### src/rtl/riscv_retire_trace_tx.sv
// Retirement trace transmitter: captures each instruction retiring from the
// MEM stage into a small trace FIFO, streams records to a consumer, keeps
// saturating pipeline statistics and stops after a halt instruction drains.
//
// Handshake: a record transfers on a rising edge where o_tvalid & i_tready &
// i_enable are all high; while o_tvalid is high and no transfer happens the
// o_t* fields hold their values. o_tvalid depends only on FIFO occupancy.
module riscv_retire_trace_tx #(
   parameter int unsigned          DATA_WIDTH  = 64,
   parameter int unsigned          INSTR_WIDTH = 32,
   parameter int unsigned          FIFO_DEPTH  = 8,
   parameter int unsigned          CNT_WIDTH   = 32,
   parameter logic [INSTR_WIDTH-1:0] HALT_INSTR = 32'h00100073
) (
   input  logic                   i_clk,
   input  logic                   i_reset,
   input  logic                   i_enable,
   input  logic                   i_valid_instr,
   input  logic                   i_flush_mem,
   input  logic                   i_stall_mem,
   input  logic                   i_stall_if,
   input  logic                   i_flush_ex,
   input  logic                   i_stall_ex,
   input  logic [DATA_WIDTH-1:0]  i_pc,
   input  logic [INSTR_WIDTH-1:0] i_instr,
   input  logic [DATA_WIDTH-1:0]  i_result,
   output logic                   o_tvalid,
   input  logic                   i_tready,
   output logic [DATA_WIDTH-1:0]  o_tpc,
   output logic [INSTR_WIDTH-1:0] o_tinstr,
   output logic [DATA_WIDTH-1:0]  o_tresult,
   output logic [CNT_WIDTH-1:0]   o_tseq,
   output logic [CNT_WIDTH-1:0]   o_cycles,
   output logic [CNT_WIDTH-1:0]   o_fetched,
   output logic [CNT_WIDTH-1:0]   o_executed,
   output logic [CNT_WIDTH-1:0]   o_flushed_ex,
   output logic [CNT_WIDTH-1:0]   o_dropped,
   output logic                   o_overflow,
   output logic                   o_done,
   output logic [1:0]             o_dbg_state
);

   localparam int unsigned AW    = $clog2(FIFO_DEPTH);
   localparam int unsigned REC_W = 2 * DATA_WIDTH + INSTR_WIDTH + CNT_WIDTH;
   localparam logic [CNT_WIDTH-1:0] CNT_ONE = {{(CNT_WIDTH-1){1'b0}}, 1'b1};
   localparam logic [CNT_WIDTH-1:0] CNT_MAX = {CNT_WIDTH{1'b1}};

   typedef enum logic [1:0] {
      ST_RUN   = 2'd0,
      ST_DRAIN = 2'd1,
      ST_DONE  = 2'd2
   } state_t;

   state_t               state_q, state_d;
   logic                 was_stall_mem_q;
   logic [AW:0]          wr_ptr_q, wr_ptr_d;
   logic [AW:0]          rd_ptr_q, rd_ptr_d;
   logic [REC_W-1:0]     mem_q [FIFO_DEPTH];
   logic [CNT_WIDTH-1:0] cycles_q, cycles_d;
   logic [CNT_WIDTH-1:0] fetched_q, fetched_d;
   logic [CNT_WIDTH-1:0] executed_q, executed_d;
   logic [CNT_WIDTH-1:0] flushed_ex_q, flushed_ex_d;
   logic [CNT_WIDTH-1:0] dropped_q, dropped_d;
   logic                 overflow_q, overflow_d;

   logic             fifo_empty, fifo_full;
   logic             retire, run_retire, push, pop, drop, active;
   logic [REC_W-1:0] head_rec;

   // Pointers carry one extra wrap bit so full and empty are distinguishable.
   assign fifo_empty = (wr_ptr_q == rd_ptr_q);
   assign fifo_full  = (wr_ptr_q[AW] != rd_ptr_q[AW]) &&
                       (wr_ptr_q[AW-1:0] == rd_ptr_q[AW-1:0]);

   // A stall in MEM last cycle means the instruction now in MEM already
   // retired; only a fresh, unflushed instruction retires.
   assign retire     = i_enable & i_valid_instr & ~i_flush_mem & ~was_stall_mem_q;
   assign run_retire = retire & (state_q == ST_RUN);
   assign pop        = i_enable & ~fifo_empty & i_tready;
   // A pop in the same cycle frees a slot, so a full FIFO still accepts.
   assign push       = run_retire & (~fifo_full | pop);
   assign drop       = run_retire & fifo_full & ~pop;
   assign active     = i_enable & (state_q != ST_DONE);

   assign wr_ptr_d = wr_ptr_q + {{AW{1'b0}}, push};
   assign rd_ptr_d = rd_ptr_q + {{AW{1'b0}}, pop};

   // Saturating increment shared by every statistic counter.
   function automatic logic [CNT_WIDTH-1:0] sat_inc(input logic [CNT_WIDTH-1:0] v,
                                                    input logic en);
      return (en && (v != CNT_MAX)) ? v + CNT_ONE : v;
   endfunction

   // Next values for statistics and the sticky overflow flag.
   always_comb begin
      cycles_d     = sat_inc(cycles_q, active);
      fetched_d    = sat_inc(fetched_q, active & ~i_stall_if);
      flushed_ex_d = sat_inc(flushed_ex_q, active & i_flush_ex & ~i_stall_ex);
      executed_d   = sat_inc(executed_q, run_retire);
      dropped_d    = sat_inc(dropped_q, drop);
      overflow_d   = overflow_q | drop;
   end

   // Sequential state: pointers, counters, stall history and FSM register.
   always_ff @(posedge i_clk) begin
      if (i_reset) begin
         state_q         <= ST_RUN;
         was_stall_mem_q <= 1'b0;
         wr_ptr_q        <= '0;
         rd_ptr_q        <= '0;
         cycles_q        <= '0;
         fetched_q       <= '0;
         executed_q      <= '0;
         flushed_ex_q    <= '0;
         dropped_q       <= '0;
         overflow_q      <= 1'b0;
      end else begin
         state_q      <= state_d;
         wr_ptr_q     <= wr_ptr_d;
         rd_ptr_q     <= rd_ptr_d;
         cycles_q     <= cycles_d;
         fetched_q    <= fetched_d;
         executed_q   <= executed_d;
         flushed_ex_q <= flushed_ex_d;
         dropped_q    <= dropped_d;
         overflow_q   <= overflow_d;
         if (i_enable) begin
            was_stall_mem_q <= i_stall_mem;
         end
      end
   end

   // Trace storage; contents are don't-care until covered by the pointers.
   always_ff @(posedge i_clk) begin
      if (push) begin
         mem_q[wr_ptr_q[AW-1:0]] <= {i_pc, i_instr, i_result, executed_q};
      end
   end

   // Next state: halt moves to DRAIN; DRAIN ends the edge the FIFO empties.
   always_comb begin
      state_d = state_q;
      case (state_q)
         ST_RUN:   if (run_retire && (i_instr == HALT_INSTR)) state_d = ST_DRAIN;
         ST_DRAIN: if (i_enable && (wr_ptr_d == rd_ptr_d))    state_d = ST_DONE;
         ST_DONE:  state_d = ST_DONE;
         default:  state_d = ST_RUN;
      endcase
   end

   // Outputs: FIFO head (zero when empty), counters and FSM status.
   always_comb begin
      head_rec     = fifo_empty ? '0 : mem_q[rd_ptr_q[AW-1:0]];
      o_tvalid     = ~fifo_empty;
      o_tpc        = head_rec[REC_W-1 -: DATA_WIDTH];
      o_tinstr     = head_rec[DATA_WIDTH+CNT_WIDTH +: INSTR_WIDTH];
      o_tresult    = head_rec[CNT_WIDTH +: DATA_WIDTH];
      o_tseq       = head_rec[CNT_WIDTH-1:0];
      o_cycles     = cycles_q;
      o_fetched    = fetched_q;
      o_executed   = executed_q;
      o_flushed_ex = flushed_ex_q;
      o_dropped    = dropped_q;
      o_overflow   = overflow_q;
      o_done       = (state_q == ST_DONE);
      o_dbg_state  = state_q;
   end

endmodule

### config.mk
export PLATFORM = sky130hd
export DESIGN_NAME = riscv_retire_trace_tx
export DESIGN_NICKNAME = d
export VERILOG_FILES = /design/src/rtl/riscv_retire_trace_tx.sv
export SDC_FILE = /design/constraint.sdc
export NUM_CORES = 2
export LEC_CHECK = 0
export BUFFER_PORTS_ARGS = -buffer_cell sky130_fd_sc_hd__clkbuf_2
export CAP_MARGIN = 40
export CORE_MARGIN = 1
export CORE_UTILIZATION = 30
export CTS_BUF_LIST = sky130_fd_sc_hd__clkbuf_16
export CTS_CLUSTER_SIZE = 28
export DETAILED_ROUTE_END_ITERATION = 6
export GPL_TIMING_DRIVEN = 1
export HOLD_SLACK_MARGIN = 0.02
export SLEW_MARGIN = 20
export SYNTH_ARGS = -nofsm -noshare
export SYNTH_HDL_FRONTEND = slang
export SYNTH_SLANG_ARGS = --single-unit
export TNS_END_PERCENT = 100
### constraint.sdc
create_clock -name i_clk -period 38.2 [get_ports i_clk]
set_input_delay 3.82 -clock i_clk [delete_from_list [all_inputs] [get_ports i_clk]]
set_output_delay 3.82 -clock i_clk [all_outputs]
set_load 0.01 [all_outputs]
# After elaboration in Yosys (flattened, before gate mapping)
# Memory sizes are Yosys's and may differ from the RTL's. A register that Yosys moved wholly into a read port is not among the register bits.
# Index checks and enable logic that the tools add are counted.
# word_totals
regBits	172
latch_bits	0
ram_bits	1536
romBits	0
input_bits	170
output_inout_bits	357
elab_cells	72
mem_count	1
# op_classes
add_sub_neg	7
n_mul	0
div	0
order_cmp	0
n_eq_ne	15
n_shift	0
n_mux	7
bitwise	22
reduce_logical	10
# mem_list
name	depth	word_bits	read_ports	rd_ports_with_merged_regs	wr	line	source
mem_q	8	192	1	1	1	58	logic [REC_W-1:0] mem_q [FIFO_DEPTH];
# ops
operator	count
192-bit two-way mux	1
32-bit by 1-bit adder with 32-bit output, second input constant	5
32-bit != test, second input constant	5
32-bit by 21-bit equality test with 1-bit output, second input constant	1
1-bit AND	13
4-bit by 1-bit adder with 4-bit output	2
4-bit equality test	2
1-bit logical AND	8
1-bit inverter	7
2-bit one-hot mux with 3 select lines	1
2-bit two-way mux	2
2-bit != test, second input constant	2
3-bit equality test	1
3-bit two-way mux	1
2-bit by 1-bit equality test with 1-bit output, second input constant	1
2-bit equality test, second input constant	1
2-bit logical NOT	1
1-bit two-way mux	2
2-bit by 1-bit != test with 1-bit output, second input constant	1
1-bit OR	2
2-bit AND reduction	1
1-bit != test	1

# Depth between registers and ports, before layout
# depth
word_depth	11
depth_mapped	14
depth_no_buf	12

# Least setup slack after synthesis
# OpenSTA, ideal clock, no wires.
# synth_timing
path_type	in2reg
startpoint	in i_flush_mem
endpoint	mem mem_q[0][0] (netlist bit), enable pin
setup_time_ps	979
t_arrival_ps	17709
required_time_ps	37221
setup_slack_ps	19512
path_stages	5
path_buffers	1
path_cell_list	nand4b_1 -> or2_1 -> buf_6 -> or3_1 -> nor3_1
# synth_via
elab_chain_cells	7
# synth_rtl
element	line	source
start, declared	19	input logic i_flush_mem,
1-bit inverter	77	assign retire = i_enable & i_valid_instr & ~i_flush_mem & ~was_stall_mem_q;
1-bit AND (2 in a row)	77	
1-bit AND	78	assign run_retire = retire & (state_q == ST_RUN);
1-bit AND	81	assign push = run_retire & (~fifo_full | pop);
1-bit two-way mux	135	if (push) begin
1-bit two-way mux (implied by the code)	136	mem_q[wr_ptr_q[AW-1:0]] <= {i_pc, i_instr, i_result, executed_q};
end, declared	58	
# Every way passes these cells.

# Worst setup path after layout
# layout_timing
startpoint	reg rd_ptr_q[0]
endpoint	out o_tinstr[15]
# layout_via
elab_chain_cells	2
# layout_rtl
element	line	source
start, declared	57	logic [AW:0] rd_ptr_q, rd_ptr_d;
start signal, assigned	120	rd_ptr_q <= rd_ptr_d;
4-bit equality test	71	assign fifo_empty = (wr_ptr_q == rd_ptr_q);
192-bit two-way mux	153	head_rec = fifo_empty ? '0 : mem_q[rd_ptr_q[AW-1:0]];
end, declared	30	output logic [INSTR_WIDTH-1:0] o_tinstr,
# Every way passes these cells.

==> key figures <==
Outcome
  • Outcome: finished, final reports clean

Critical path
  • Max stage delay on crit path: 0.64 ns
  • Worst path bufs/invs: 6
  • Kind of start point of the critical path: flip-flop
  • Crit Path Category: flip-flop to output pin
  • Worst-path cell chain: buf_4 > buf_16 > buf_4 > buf_4 > buf_16 > mux4_2 > mux2i_1 > nor2_1 > clkbuf_2
  • Biggest fanout along the worst timing path: 36
  • Endpoint arrival time on the critical path: 4.67 ns
  • Required time worst endpoint: 34.38 ns
  • Crit-path most repeated cell: sky130_fd_sc_hd__buf_4
  • Slowest library cell on the worst path: sky130_fd_sc_hd__buf_4
  • CP endpoint kind: output pin
  • Dominant delay contributor by cell family on the critical path: buffers and inverters

Logic synthesis
  • Number of enable flip-flop cells after synthesis: 1536
  • Xor/xnor share of the synthesized area: 1.73%
  • Netlist area before placement: 0.0664 mm2
  • Synthesized flop and latch total: 1708
  • Largest family of logic cells by synthesized area: multiplexers
  • Main synth FF type: sky130_fd_sc_hd__edfxtp_1
  • Arithmetic-cell share of the synthesized area counting full adders, half adders and majority gates: 0.245%
  • Fraction of the mapped netlist area in compound gates: 0.675%
  • Mapped Avg Cell Area: 19.3 um2
  • Proportion of synthesized area in mux cells: 16.1%
  • FFs w/ async S/R, synth: 0%
  • Fraction of the yosys area taken by sequential cells: 74.7%
  • Nets in the synthesized netlist: 3631
  • Cell variety after synth: 52
  • Post-synthesis instance total: 3448
  • Syn. warnings: 0
  • Share of synthesized cell area in and, or, nand and nor gates: 5.39%

Clock tree
  • Hold-fix buffers at CTS: 0
  • Later-pin clock latency in the skew report: 0.85 ns
  • Clock slew at reported path FFs: 0.06 ns
  • Clock sink total: 1708
  • Clock tree from TritonCTS: built
  • Root Driver: sky130_fd_sc_hd__clkbuf_16
  • Post-CTS setup buffer count: 0
  • CTS HTree Levels: 4
  • Count of cells resized by post-cts repair: 0
  • CTS max path bufs: 3
  • Number of buffers created by CTS: 182

Cells and area
  • Most common cell after layout, fill and taps aside: sky130_fd_sc_hd__edfxtp_1
  • Post-route cell area: 0.0789 mm2
  • Nets@finish: 4263
  • Leading cell types in the layout, fill and taps excluded: sky130_fd_sc_hd__edfxtp_1, sky130_fd_sc_hd__clkbuf_2, sky130_fd_sc_hd__mux4_2, sky130_fd_sc_hd__nor2_1, sky130_fd_sc_hd__mux2i_1
  • Ratio of cells with drive above 1 in the final layout: 30.3%
  • Filler cell count in the final layout: 20500
  • Area Overhead vs Synth: 18.9%

Timing
  • Final setup margin: 29.71 ns
  • Max Freq: 118 MHz
  • Number of hold-slack violations in the final timing report: 0
  • Max Slew Vio Count: 0
  • Fin Clk Skew: 0.0474 ns
  • Period Utilization, post-route: 22.2%
  • Unrepaired setup endpoints after global routing: false
  • # setup viols final: 0
  • Time the final worst path needs with I/O delays and setup: 8.49 ns
  • Summed negative setup slack over all endpoints: 0 ns
  • Slew @ Worst Pin: 1.10 ns
  • Relative slew slack: 26.6%

GRT
  • Global-route wire length before repair: 242000 um
  • Remaining global-route overflow: 0
  • Vias in the first global route: 35600
  • All-layer global routing usage: 14.7%
  • Initial antenna violation count: 13
  • Largest net degree at the start of global routing: 142

Place
  • Area post-placement: 0.0732 mm2
  • Post-Place Worst Slack: 29.93 ns
  • Quantity of I/O buffers inserted on ports: 526
  • Final estimated routing congestion in global placement: 0.789
  • Placed wire-length estimate: 98900 um

Drt
  • Vias post-DR: 34300
  • Detail Route Antenna Nets: 0
  • Routed length per instance: 23.2 um
  • Number of remaining DRC errors: 0
  • Post-DR vias/cell: 4.78
  • First-iteration detailed-routing DRC count: 2361
  • Number of iterations in the first detailed-routing pass: 5
  • Sum of routed wire length over all layers: 167000 um

Pwr
  • Combinational cell fraction of total power: 3.4%
  • P_int: 0.00301 W
  • PD cells: 48.6 mW/mm2
  • Net Sw Power: 0.000821 W
  • Switching Share: 21.4%
  • Worst VDD drop: 48.1 uV
  • Clock network fraction of total power: 43.4%
  • Leakage power figure: 24.8 nW
  • Sequential power share: 53.2%

Die
  • Top-Level Pins: 527
  • Height of the chip: 472 um
  • Chip width: 472 um
  • Number of placement rows: 172
  • Initial core utilization: 30.2%
  • Die area: 0.223 mm2
  • Placeable core region: 0.220 mm2

Run
  • MaxCap Viol Count: 0

Min path
  • Tightest Hold Check Type: flip-flop to flip-flop
metal layers:
layer	track usage (%)	wire [um]
met5	0	98
met4	5.67	5620
met3	3.93	10500
met2	23.7	79700
met1	18.9	70900
power by group through the flow:
stage               Combinational, W  Sequential (W)  Clock (W)
finish                      0.000129         0.00204    0.00166
global route                0.000140         0.00204    0.00178
CTS                         0.000132         0.00204    0.00172
detailed placement          0.000132         0.00208          0
global placement            0.000127         0.00208          0
floorplan                  0.0000645         0.00208          0
worst min-delay path: stages (launching register included):
cell and delay [ns]:
sky130_fd_sc_hd__dfxtp_1 0.34, sky130_fd_sc_hd__nand2_1 0.07, sky130_fd_sc_hd__a21oi_1 0.06
cells by family after synthesis:
group,Yosys count
AOI/OAI and AO/OA,75
and+or+nand+nor,743
buffers and inverters,189
adders and majority gates,13
DFF,1708
muxes,589
xor gates and xnor gates,131
synthesized netlist by cell type, drive strengths merged, types with 3 or more instances:
cell type     n  area (um2)
edfxtp     1536       46100
mux4        384        8650
nor2        373        1400
mux2i       198        1980
dfxtp       172        3440
clkbuf       84         315
buf          79         355
nand3        74         370
xor2         66         578
xnor2        65         569
nand4        57         357
nand2        47         176
nor3         32         170
and3         31         194
a21oi        30         150
or3          29         181
nor4         28         188
o21ai        27         135
inv          26        97.6
nor2b        15        93.8
and4         13         114
ha           13         163
and2         10        62.6
nand2b        9        56.3
mux2          7        78.8
nor4b         6        52.6
or2           5        31.3
o2111ai       4        35.0
a31o          3        26.3
o211ai        3        22.5
or4           3        26.3
area by class of cell:
cell class                      instances  area (um2)  area share (%)
Tap cell                             2958        3700            4.69
Clock inverter                        144        1010            1.28
Inverter                               26        97.6           0.124
Clock buffer                          185        4630            5.87
Multi-Input combinational cell       1551       16100            20.4
Sequential cell                      1708       49600            62.8
Antenna cell                            9        22.5          0.0285
Timing Repair Buffer                  611        3760            4.77
worst paths after layout:
| check | endpoint | from | cells after the start | slack [ns] |
|---|---|---|---|---|
| max | o_tinstr[15] | rd_ptr_q[0] | 9 | 29.71 |
| min | o_dropped[1] | o_dropped[1] | 2 | 0.50 |
| max reg2reg | mem_q[0][49] | o_dbg_state[0] | 9 | 33.72 |
| min reg2reg | o_dropped[1] | o_dropped[1] | 2 | 0.50 |
stage by stage:
stage / hold WS [ns] / utilization [%] / cells / total power [W]
6_report: 0.503 / 35.9 / 7192 / 0.00384
5_1_grt: 0.525 / 35.9 / 7189 / 0.00396
4_1_cts: 0.506 / 35.9 / 7178 / 0.00389
3_5_place_dp: 0.493 / 33.3 / 6849 / 0.00221
3_3_place_gp: 0.462 / 33.1 / 6828 / 0.00221
2_1_floorplan: 0.476 / - / 3448 / 0.00215
sequential cells by signal (all words and copies together) (netlist names):
register and cells:
mem_q 1536, o_cycles 32, o_dropped 32, o_executed 32
o_fetched 32, o_flushed_ex 32, rd_ptr_q 4, wr_ptr_q 4
o_dbg_state 2, o_overflow 1, was_stall_mem_q 1
No activity file was read; power rests on OpenSTA's default activity.
